## config.mk

```make
export PLATFORM = sky130hd
export DESIGN_NAME = fpu_result_return
export DESIGN_NICKNAME = d
export VERILOG_FILES = /design/src/rtl/fpu_result_return.sv
export SDC_FILE = /design/constraint.sdc
export NUM_CORES = 1
export LEC_CHECK = 0
export BUFFER_PORTS_ARGS = -buffer_cell sky130_fd_sc_hd__buf_2
export CAP_MARGIN = 15
export CORE_UTILIZATION = 45
export CTS_CLUSTER_DIAMETER = 80
export CTS_CLUSTER_SIZE = 14
export DETAILED_ROUTE_END_ITERATION = 16
export PLACE_DENSITY = 0.71
export SYNTH_ARGS = -nofsm -noshare
export SYNTH_HDL_FRONTEND = slang
export SYNTH_SLANG_ARGS = --single-unit
```

## constraint.sdc

```tcl
create_clock -name clock -period 3.4 [get_ports clock]
set_input_delay 0.17 -clock clock [delete_from_list [all_inputs] [get_ports clock]]
set_output_delay 0.17 -clock clock [all_outputs]
set_load 0.02 [all_outputs]
```

## src/rtl/fpu_result_return.sv

```systemverilog
`default_nettype none
// ============================================================================
//  Module      : fpu_result_return
//  Description : Steers shared-FPU writeback results to the issuing thread's
//                FP register file through per-thread result FIFOs.
//  Revision    : 1.0 - initial release
// ============================================================================
module fpu_result_return #(
    parameter int DEPTH = 2,
    parameter int PW    = 4
) (
    input  logic          clock,
    input  logic          reset,
    input  logic          e,
    input  logic          issue_v,
    input  logic          issue_t,
    input  logic          wr_v,
    input  logic [4:0]    wn,
    input  logic [31:0]   wd,
    input  logic          rdy0,
    input  logic          rdy1,
    output logic          ww0,
    output logic [4:0]    wn0,
    output logic [31:0]   wd0,
    output logic          ww1,
    output logic [4:0]    wn1,
    output logic [31:0]   wd1,
    output logic          fpu_hold,
    output logic [PW-1:0] pend0,
    output logic [PW-1:0] pend1,
    output logic          ovf
);

    localparam int          c_AW   = $clog2(DEPTH);
    localparam int          c_CW   = c_AW + 1;
    localparam logic [c_CW-1:0] c_FULL = c_CW'(DEPTH);
    localparam logic [c_CW-1:0] c_HOLD = c_CW'(DEPTH - 1);

    // Tag pipeline: index 0 is E1, index 3 is W.
    logic [3:0] r_tag_v;
    logic [3:0] r_tag_t;
    logic       r_ovf;

    logic [1:0]            w_rdy;
    logic [1:0]            w_ww;
    logic [1:0]            w_pop;
    logic [1:0]            w_push;
    logic [1:0]            w_drop;
    logic [1:0]            w_issue;
    logic [1:0]            w_hold;
    logic [1:0][36:0]      w_head;
    logic [1:0][PW-1:0]    w_pend;

    assign w_rdy = {rdy1, rdy0};

    always_ff @(posedge clock) begin
        if (reset) begin
            r_tag_v <= '0;
            r_tag_t <= '0;
        end else if (e) begin
            r_tag_v <= {r_tag_v[2:0], issue_v};
            r_tag_t <= {r_tag_t[2:0], issue_t};
        end
    end

    for (genvar k = 0; k < 2; k++) begin : g_thread
        logic [36:0]     r_mem [DEPTH];
        logic [c_AW-1:0] r_rd;
        logic [c_AW-1:0] r_wr;
        logic [c_CW-1:0] r_cnt;
        logic [PW-1:0]   r_pend;
        logic            w_full;
        logic            w_accept;

        assign w_full     = (r_cnt == c_FULL);
        assign w_ww[k]    = (r_cnt != '0);
        assign w_pop[k]   = w_ww[k] & w_rdy[k];
        assign w_push[k]  = wr_v & r_tag_v[3] & (r_tag_t[3] == 1'(k));
        // A pop in the same cycle frees the head slot, so a full FIFO still accepts.
        assign w_accept   = w_push[k] & (~w_full | w_pop[k]);
        assign w_drop[k]  = w_push[k] & w_full & ~w_pop[k];
        assign w_issue[k] = e & issue_v & (issue_t == 1'(k));
        assign w_hold[k]  = (r_cnt >= c_HOLD);
        assign w_head[k]  = w_ww[k] ? r_mem[r_rd] : '0;
        assign w_pend[k]  = r_pend;

        always_ff @(posedge clock) begin
            if (w_accept) begin
                r_mem[r_wr] <= {wn, wd};
            end
        end

        always_ff @(posedge clock) begin
            if (reset) begin
                r_rd   <= '0;
                r_wr   <= '0;
                r_cnt  <= '0;
                r_pend <= '0;
            end else begin
                if (w_pop[k]) begin
                    r_rd <= r_rd + 1'b1;
                end
                if (w_accept) begin
                    r_wr <= r_wr + 1'b1;
                end
                if (w_accept & ~w_pop[k]) begin
                    r_cnt <= r_cnt + 1'b1;
                end else if (w_pop[k] & ~w_accept) begin
                    r_cnt <= r_cnt - 1'b1;
                end
                if (w_issue[k] & ~w_pop[k] & (r_pend != '1)) begin
                    r_pend <= r_pend + 1'b1;
                end else if (w_pop[k] & ~w_issue[k] & (r_pend != '0)) begin
                    r_pend <= r_pend - 1'b1;
                end
            end
        end
    end

    always_ff @(posedge clock) begin
        if (reset) begin
            r_ovf <= 1'b0;
        end else if ((wr_v & ~r_tag_v[3]) | (|w_drop)) begin
            r_ovf <= 1'b1;
        end
    end

    assign ww0      = w_ww[0];
    assign wn0      = w_head[0][36:32];
    assign wd0      = w_head[0][31:0];
    assign ww1      = w_ww[1];
    assign wn1      = w_head[1][36:32];
    assign wd1      = w_head[1][31:0];
    assign fpu_hold = |w_hold;
    assign pend0    = w_pend[0];
    assign pend1    = w_pend[1];
    assign ovf      = r_ovf;

endmodule
`default_nettype wire

```

==> impl_metrics.env, run 1 <==
export IMPL_status="finished clean"
export IMPL_syn_inst=474
export IMPL_cts_tree="built"
export IMPL_row_count=45
export IMPL_final_area_um2=8859
export IMPL_max_freq_mhz=364.1
export IMPL_postSynthAreaPerCell_um2=14.78
export IMPL_fin_crit_ps=2746
export IMPL_core_area_um2=15200
export IMPL_max_slew_margin=0.5809
export IMPL_max_stage_delay_ps=510
export IMPL_power_density_nw_per_um2=595.8
export IMPL_cts_htree_levels=4
export IMPL_cpMostUsedCell="inv_1"
export IMPL_cellLeakagePower_nw=3.322
export IMPL_rsz0062_at_grt="false"
export IMPL_numCtsBuffers=17
export IMPL_post_cts_buffers=0
export IMPL_gr_total_overflow=0
export IMPL_port_buffers=130
export IMPL_final_period_utilization=0.8077
export IMPL_yosysSeqAreaShare=0.7113
export IMPL_nFillCells=1224
export IMPL_path_max_fanout=7
export IMPL_drc_errors=0
export IMPL_die_h_um=126.8
export IMPL_async_flop_share=0
export IMPL_synth_top_family_by_area="multiplexers"
export IMPL_grt_antenna_before_repair=0
export IMPL_setup_viol=0
export IMPL_whs_ps=21.65
export IMPL_yosys_area_share_simple=0.09123
export IMPL_wl_um=14530
export IMPL_worstPathRequired_ps=3730
export IMPL_hold_path_class="input port to flip-flop"
export IMPL_irDropWorstVdd_v=0.0003593
export IMPL_synth_area_um2=7008
export IMPL_ys_seq_elements=175
export IMPL_die_area_um2=16080
export IMPL_slew_viol_final=0
export IMPL_synth_main_ff_cell="edfxtp_1"
export IMPL_synth_compound_area_frac=0.01571
export IMPL_start_util=0.4610
export IMPL_wl_per_cell_um=17.19
export IMPL_maxCapViolCount=0
export IMPL_start_kind="flip-flop"
export IMPL_endpoint_kind="flip-flop"
export IMPL_crit_slowest_cell="or4b_1"
export IMPL_synth_fa_ha_area_frac=0.02714
export IMPL_area_growth_pct=26.41
export IMPL_cts_buffer_depth=2
export IMPL_grt_pass1_vias=4391
export IMPL_dpl_cell_area_um2=7856
export IMPL_gp_congestion=0.7421
export IMPL_syn_nets=533
export IMPL_synthDistinctLibCells=37
export IMPL_grt_total_usage=0.1886
export IMPL_crit_arrival_ps=3080
export IMPL_worst_pin_slew_ps=628.6
export IMPL_io_pins=131
export IMPL_fin_skew_ps=7.055
export IMPL_dr_pass1_iters=4
export IMPL_dp_cells=775
export IMPL_dpl_hpwl_um=9185
export IMPL_nNetsFinal=703
export IMPL_clock_sinks=175
export IMPL_yosys_warnings=0
export IMPL_worstHoldPathCells=3
export IMPL_vias=4328
export IMPL_synthMuxAreaShare=0.1214
export IMPL_drt_initial_drc_count=269
export IMPL_fin_setup_tns_ps=0
export IMPL_path_cells="inv_1 > ha_2 > nand2b_1 > and3_2 > inv_1 > ha_1 > a21oi_1 > nand2_1 > or4b_1 > o311ai_1"
export IMPL_clock_latency_ps=420
export IMPL_path_clk_slew_ps=60
export IMPL_via_per_inst=5.122
export IMPL_antenna_cells=0
export IMPL_synth_enable_flop_cells=148
export IMPL_drt_antenna_violating_nets=0
export IMPL_grt_pass1_wl_um=22730
export IMPL_reg2reg_depth=10
export IMPL_synth_xor_area_frac=0.01250
export IMPL_die_width_um=126.8
export IMPL_final_cells=845
export IMPL_grt_max_degree=39
export IMPL_hold_viol_final=0
export IMPL_setup_worst_path_class="flip-flop to flip-flop"
export IMPL_cts_root_buf="clkbuf_16"
export IMPL_drive_gt1_frac=0.2679
==> state kept, by name, indices dropped and copies added, names as in the netlist, named ones only <==
register        cells
r_tag_t             4
g_thread.r_rd       2
g_thread.r_mem    148
pend1               4
pend0               4
g_thread.r_wr       2
r_tag_v             4
ovf                 1
g_thread.r_cnt      4
==> per-layer routing <==
| layer | wire, um | part of all wire | GRT usage |
|---|---|---|---|
| met1 | 6594 | 0.45 | 0.2361 |
| met2 | 6998 | 0.48 | 0.3123 |
| met3 | 702 | 0.048 | 0.05905 |
| met4 | 230 | 0.016 | 0.06232 |
| met5 | 0 | 0 | 0 |
==> what timing repair did <==
item / CTS / global route
hold endpoints to repair: 144 / 2
hold buffers: 36 / 1
resized for setup: 0 / 0
==> Yosys cell counts, types with 2 or more instances <==
cell / number / share of area
edfxtp_1: 148 / 0.63
nor2_1: 97 / 0.052
mux2i_1: 85 / 0.12
dfxtp_1: 27 / 0.077
clkbuf_1: 13 / 0.0070
ha_1: 12 / 0.021
a21oi_1: 9 / 0.0064
buf_2: 8 / 0.0057
inv_1: 8 / 0.0043
nor3_1: 7 / 0.0050
xor2_1: 7 / 0.0087
nand2b_1: 6 / 0.0054
nand3_1: 5 / 0.0036
nand2_1: 4 / 0.0021
o21ai_0: 4 / 0.0029
nand4_1: 3 / 0.0027
nor3b_1: 3 / 0.0032
xnor2_1: 3 / 0.0038
and2_1: 2 / 0.0018
and3_2: 2 / 0.0021
buf_6: 2 / 0.0032
fa_1: 2 / 0.0057
nor2b_1: 2 / 0.0018
nor4_1: 2 / 0.0018
==> layout by cell type (no fill, tap or decap), types with 2 or more instances in the layout <==
cell type	Yosys	routed
edfxtp_1	148	148
buf_2	8	130
nor2_1	97	97
mux2i_1	85	85
dlygate4sd3_1	0	37
dfxtp_1	27	25
clkbuf_16	0	20
ha_1	12	10
a21oi_1	9	9
inv_1	8	8
xor2_1	7	7
nor3_1	7	7
clkbuf_1	13	7
buf_4	0	7
nand2b_1	6	6
nand3_1	5	5
nand2_1	4	4
o21ai_0	4	4
nand4_1	3	3
xnor2_1	3	3
nor3b_1	3	3
and3_2	2	2
and2_2	0	2
nor2b_4	0	2
nor4_1	2	2
fa_1	2	2
ha_2	0	2
dfxtp_2	0	2
bufinv_16	0	2
==> area by class of cell <==
class | instances | area [um2] | area share
inverters | 8 | 30.03 | 0.003390
multi-input cells | 267 | 1901 | 0.2145
clock inverters | 4 | 71.32 | 0.008051
repair buffers | 175 | 1094 | 0.1234
flip-flops and latches | 175 | 4987 | 0.5630
well taps | 188 | 235.2 | 0.02655
clock buffers | 28 | 540.5 | 0.06102
==> stage by stage <==
step / util / setup WS (ps) / power, mW
finish: 0.5827 / 653.8 / 5.278
global route: 0.5827 / 496.7 / 5.485
CTS: 0.5807 / 641.4 / 5.314
detailed placement: 0.5168 / 666.0 / 3.316
global placement: 0.5168 / 858.9 / 3.292
floorplan: - / 62.35 / 3.016
==> worst paths after layout <==
path                                     start                 endpoint  slack (ps)
max          g_thread[0].r_cnt[0]$_SDFFE_PP0P_    pend0[3]$_SDFFE_PP0P_         650
min                                    issue_t  r_tag_t[0]$_SDFFE_PP0P_          20
max reg2reg  g_thread[0].r_cnt[0]$_SDFFE_PP0P_    pend0[3]$_SDFFE_PP0P_         650
min reg2reg            r_tag_v[1]$_SDFFE_PP0P_  r_tag_v[1]$_SDFFE_PP0P_         510
==> logic make-up (layout without fill, tap and decap cells) <==
| logic type | Yosys count | in the layout |
|---|---|---|
| mux | 85 | 85 |
| xor+xnor | 10 | 10 |
| buf+inv | 32 | 215 |
| compound gates | 18 | 18 |
| flops | 175 | 175 |
| fa+ha+maj | 14 | 14 |
| simple gates | 140 | 140 |
==> report_power, final <==
part / internal [mW] / switching, mW / leakage [nW]
clock network: 1.23 / 0.741 / 0.299
logic: 0.330 / 0.567 / 1.47
registers: 2.35 / 0.0530 / 1.55
total: 3.92 / 1.36 / 3.32
==> worst max-delay path, delay by kind of cell (launching register included) <==
kind            cells  cell delay (ps)
buf+inv             2              200
simple gates        4             1270
flops               1              320
fa+ha+maj           2              510
compound gates      2              340
Note: power is estimated with default switching activity, not from simulation.
==> run 2: changes to the inputs <==
--- a/config.mk
+++ b/config.mk
@@ -11,7 +11,7 @@
 export CTS_CLUSTER_DIAMETER = 80
 export CTS_CLUSTER_SIZE = 14
 export DETAILED_ROUTE_END_ITERATION = 16
-export PLACE_DENSITY = 0.71
+export PLACE_DENSITY = 0.69
 export SYNTH_ARGS = -nofsm -noshare
 export SYNTH_HDL_FRONTEND = slang
 export SYNTH_SLANG_ARGS = --single-unit
==> constraint.sdc (replaced) <==
create_clock -name clock -period 2.7 [get_ports clock]
set_input_delay 0.135 -clock clock [delete_from_list [all_inputs] [get_ports clock]]
set_output_delay 0.135 -clock clock [all_outputs]
set_load 0.02 [all_outputs]
==> impl_metrics.env, run 2 (synthesized netlist as in run 1, its figures left out) <==
export IMPL_endpoint_kind="flip-flop"
export IMPL_crit_arrival_ps=2730
export IMPL_area_growth_pct=27.21
export IMPL_row_count=45
export IMPL_via_per_inst=5.043
export IMPL_maxCapViolCount=0
export IMPL_largest_reg_flops=148
export IMPL_start_util=0.4610
export IMPL_fin_setup_tns_ps=0
export IMPL_numCtsBuffers=17
export IMPL_fin_skew_ps=5.506
export IMPL_antenna_cells=0
export IMPL_max_stage_delay_ps=350
export IMPL_slew_viol_final=0
export IMPL_wl_um=13800
export IMPL_multiInputGateArea_um2=1906
export IMPL_cts_tree="built"
export IMPL_grt_pass1_vias=4352
export IMPL_cp_num_buf_inv=2
export IMPL_setup_viol=0
export IMPL_gr_total_overflow=0
export IMPL_core_area_um2=15200
export IMPL_power_density_nw_per_um2=725.8
export IMPL_path_cells="inv_1 > ha_2 > nand2b_1 > and3_2 > inv_1 > ha_1 > a21oi_2 > a21boi_0 > mux2i_1 > o311ai_0"
export IMPL_irDropWorstVdd_v=0.0004437
export IMPL_cellLeakagePower_nw=3.328
export IMPL_clock_sinks=175
export IMPL_cts_root_buf="clkbuf_16"
export IMPL_rsz0062_at_grt="false"
export IMPL_start_kind="flip-flop"
export IMPL_status="finished clean"
export IMPL_regMostFlops="g_thread.r_mem"
export IMPL_nNetsFinal=710
export IMPL_hold_path_class="input port to flip-flop"
export IMPL_drt_antenna_violating_nets=0
export IMPL_grt_pass1_wl_um=22040
export IMPL_path_max_fanout=7
export IMPL_worst_pin_slew_ps=625.2
export IMPL_dpl_hpwl_um=8837
export IMPL_crit_slowest_cell="ha_1"
export IMPL_io_pins=131
export IMPL_drc_errors=0
export IMPL_max_freq_mhz=406.2
export IMPL_die_width_um=126.8
export IMPL_final_area_um2=8915
export IMPL_cts_buffer_depth=2
export IMPL_drive_gt1_frac=0.2816
export IMPL_clock_latency_ps=420
export IMPL_dpl_cell_area_um2=7944
export IMPL_layout_commonest_cell="edfxtp_1"
export IMPL_gp_congestion=0.8443
export IMPL_path_clk_slew_ps=60
export IMPL_layout_common_cells="148 x edfxtp_1, 130 x buf_2, 97 x nor2_1"
export IMPL_grt_antenna_before_repair=0
export IMPL_final_period_utilization=0.9118
export IMPL_worstPathRequired_ps=2960
export IMPL_setup_worst_path_class="flip-flop to flip-flop"
export IMPL_vias=4297
export IMPL_cpMostUsedCell="inv_1"
export IMPL_grt_total_usage=0.1825
export IMPL_die_area_um2=16080
export IMPL_post_cts_buffers=0
export IMPL_wl_per_cell_um=16.20
export IMPL_hold_viol_final=0
export IMPL_drt_initial_drc_count=295
export IMPL_dr_pass1_iters=4
export IMPL_die_h_um=126.8
export IMPL_grt_max_degree=39
export IMPL_port_buffers=130
export IMPL_fin_crit_ps=2462
export IMPL_max_slew_margin=0.5832
export IMPL_cts_htree_levels=4
export IMPL_crit_family="simple AND/OR/NAND/NOR gates"
export IMPL_seq_area_um2=4987
export IMPL_nFillCells=1211
export IMPL_finalPower_mw=6.471
## run 2: changes by cell type in the layout (fill, tap and decap cells not counted), moves of 2 or more
cell           change
dlygate4sd3_1      +3
clkinv_4           +5
clkbuf_16          -3
inv_6              +2
clkbuf_1           -6
buf_12             +3
clkinvlp_4         +4
## run 2: per-layer routing
layer	share of wire	track usage
met1	0.46	0.2331
met2	0.48	0.3009
met3	0.043	0.04175
met4	0.022	0.07703
met5	0	0
## run 2: path summary, 6_finish.rpt
check / slack [ps] / endpoint / startpoint / cells past startpoint
min reg2reg: 500 / r_tag_t[1]$_SDFFE_PP0P_ / r_tag_t[1]$_SDFFE_PP0P_ / 2
max: 240 / pend1[3]$_SDFFE_PP0P_ / g_thread[1].r_cnt[0]$_SDFFE_PP0P_ / 10
min: 150 / r_tag_t[1]$_SDFFE_PP0P_ / e / 3
max reg2reg: 240 / pend1[3]$_SDFFE_PP0P_ / g_thread[1].r_cnt[0]$_SDFFE_PP0P_ / 10
## run 2: worst register-to-register path, stage by stage, from the launching register on
cell and delay, ps:
dfxtp_1 320, inv_1 110, ha_2 190, nand2b_1 280, and3_2 310, inv_1 130, ha_1 350, a21oi_2 210
a21boi_0 120, mux2i_1 150, o311ai_0 150
## run 2: through the flow
| step | hold WS, ps | util | cells | setup slack [ps] |
|---|---|---|---|---|
| 5_1_grt | 163.4 | 0.5864 | 852 | 12.10 |
| 4_1_cts | 126.6 | 0.5861 | 852 | 146.4 |
| 6_report | 145.1 | 0.5864 | 852 | 238.0 |
| 3_3_place_gp | 346.7 | 0.5226 | 780 | 395.3 |
| 2_1_floorplan | 233.9 | - | 474 | 50.87 |
| 3_5_place_dp | 351.7 | 0.5226 | 780 | 213.9 |
## run 2: final cells by class
cell class / count / share of cell area
sequential: 175 / 0.5594
multi-input combinational: 267 / 0.2138
timing repair buffer: 182 / 0.1336
clock buffer: 18 / 0.04814
tap: 188 / 0.02639
clock inverter: 14 / 0.01530
inverter: 8 / 0.003368
## run 2: report_power, final
part | total (mW) | switching, mW | leakage [nW] | internal (mW)
Sequential | 3.03 | 0.0655 | 1.55 | 2.96
Combinational | 1.14 | 0.711 | 1.51 | 0.429
Clock | 2.30 | 1.02 | 0.263 | 1.28
Total | 6.47 | 1.80 | 3.33 | 4.67
## run 2: repair_timing
| action | CTS | global route |
|---|---|---|
| endpoints found under the hold margin | 151 | 0 |
| hold buffers | 40 | 0 |
| setup endpoints to repair | 0 | 1 |
| resized for setup | 0 | 2 |
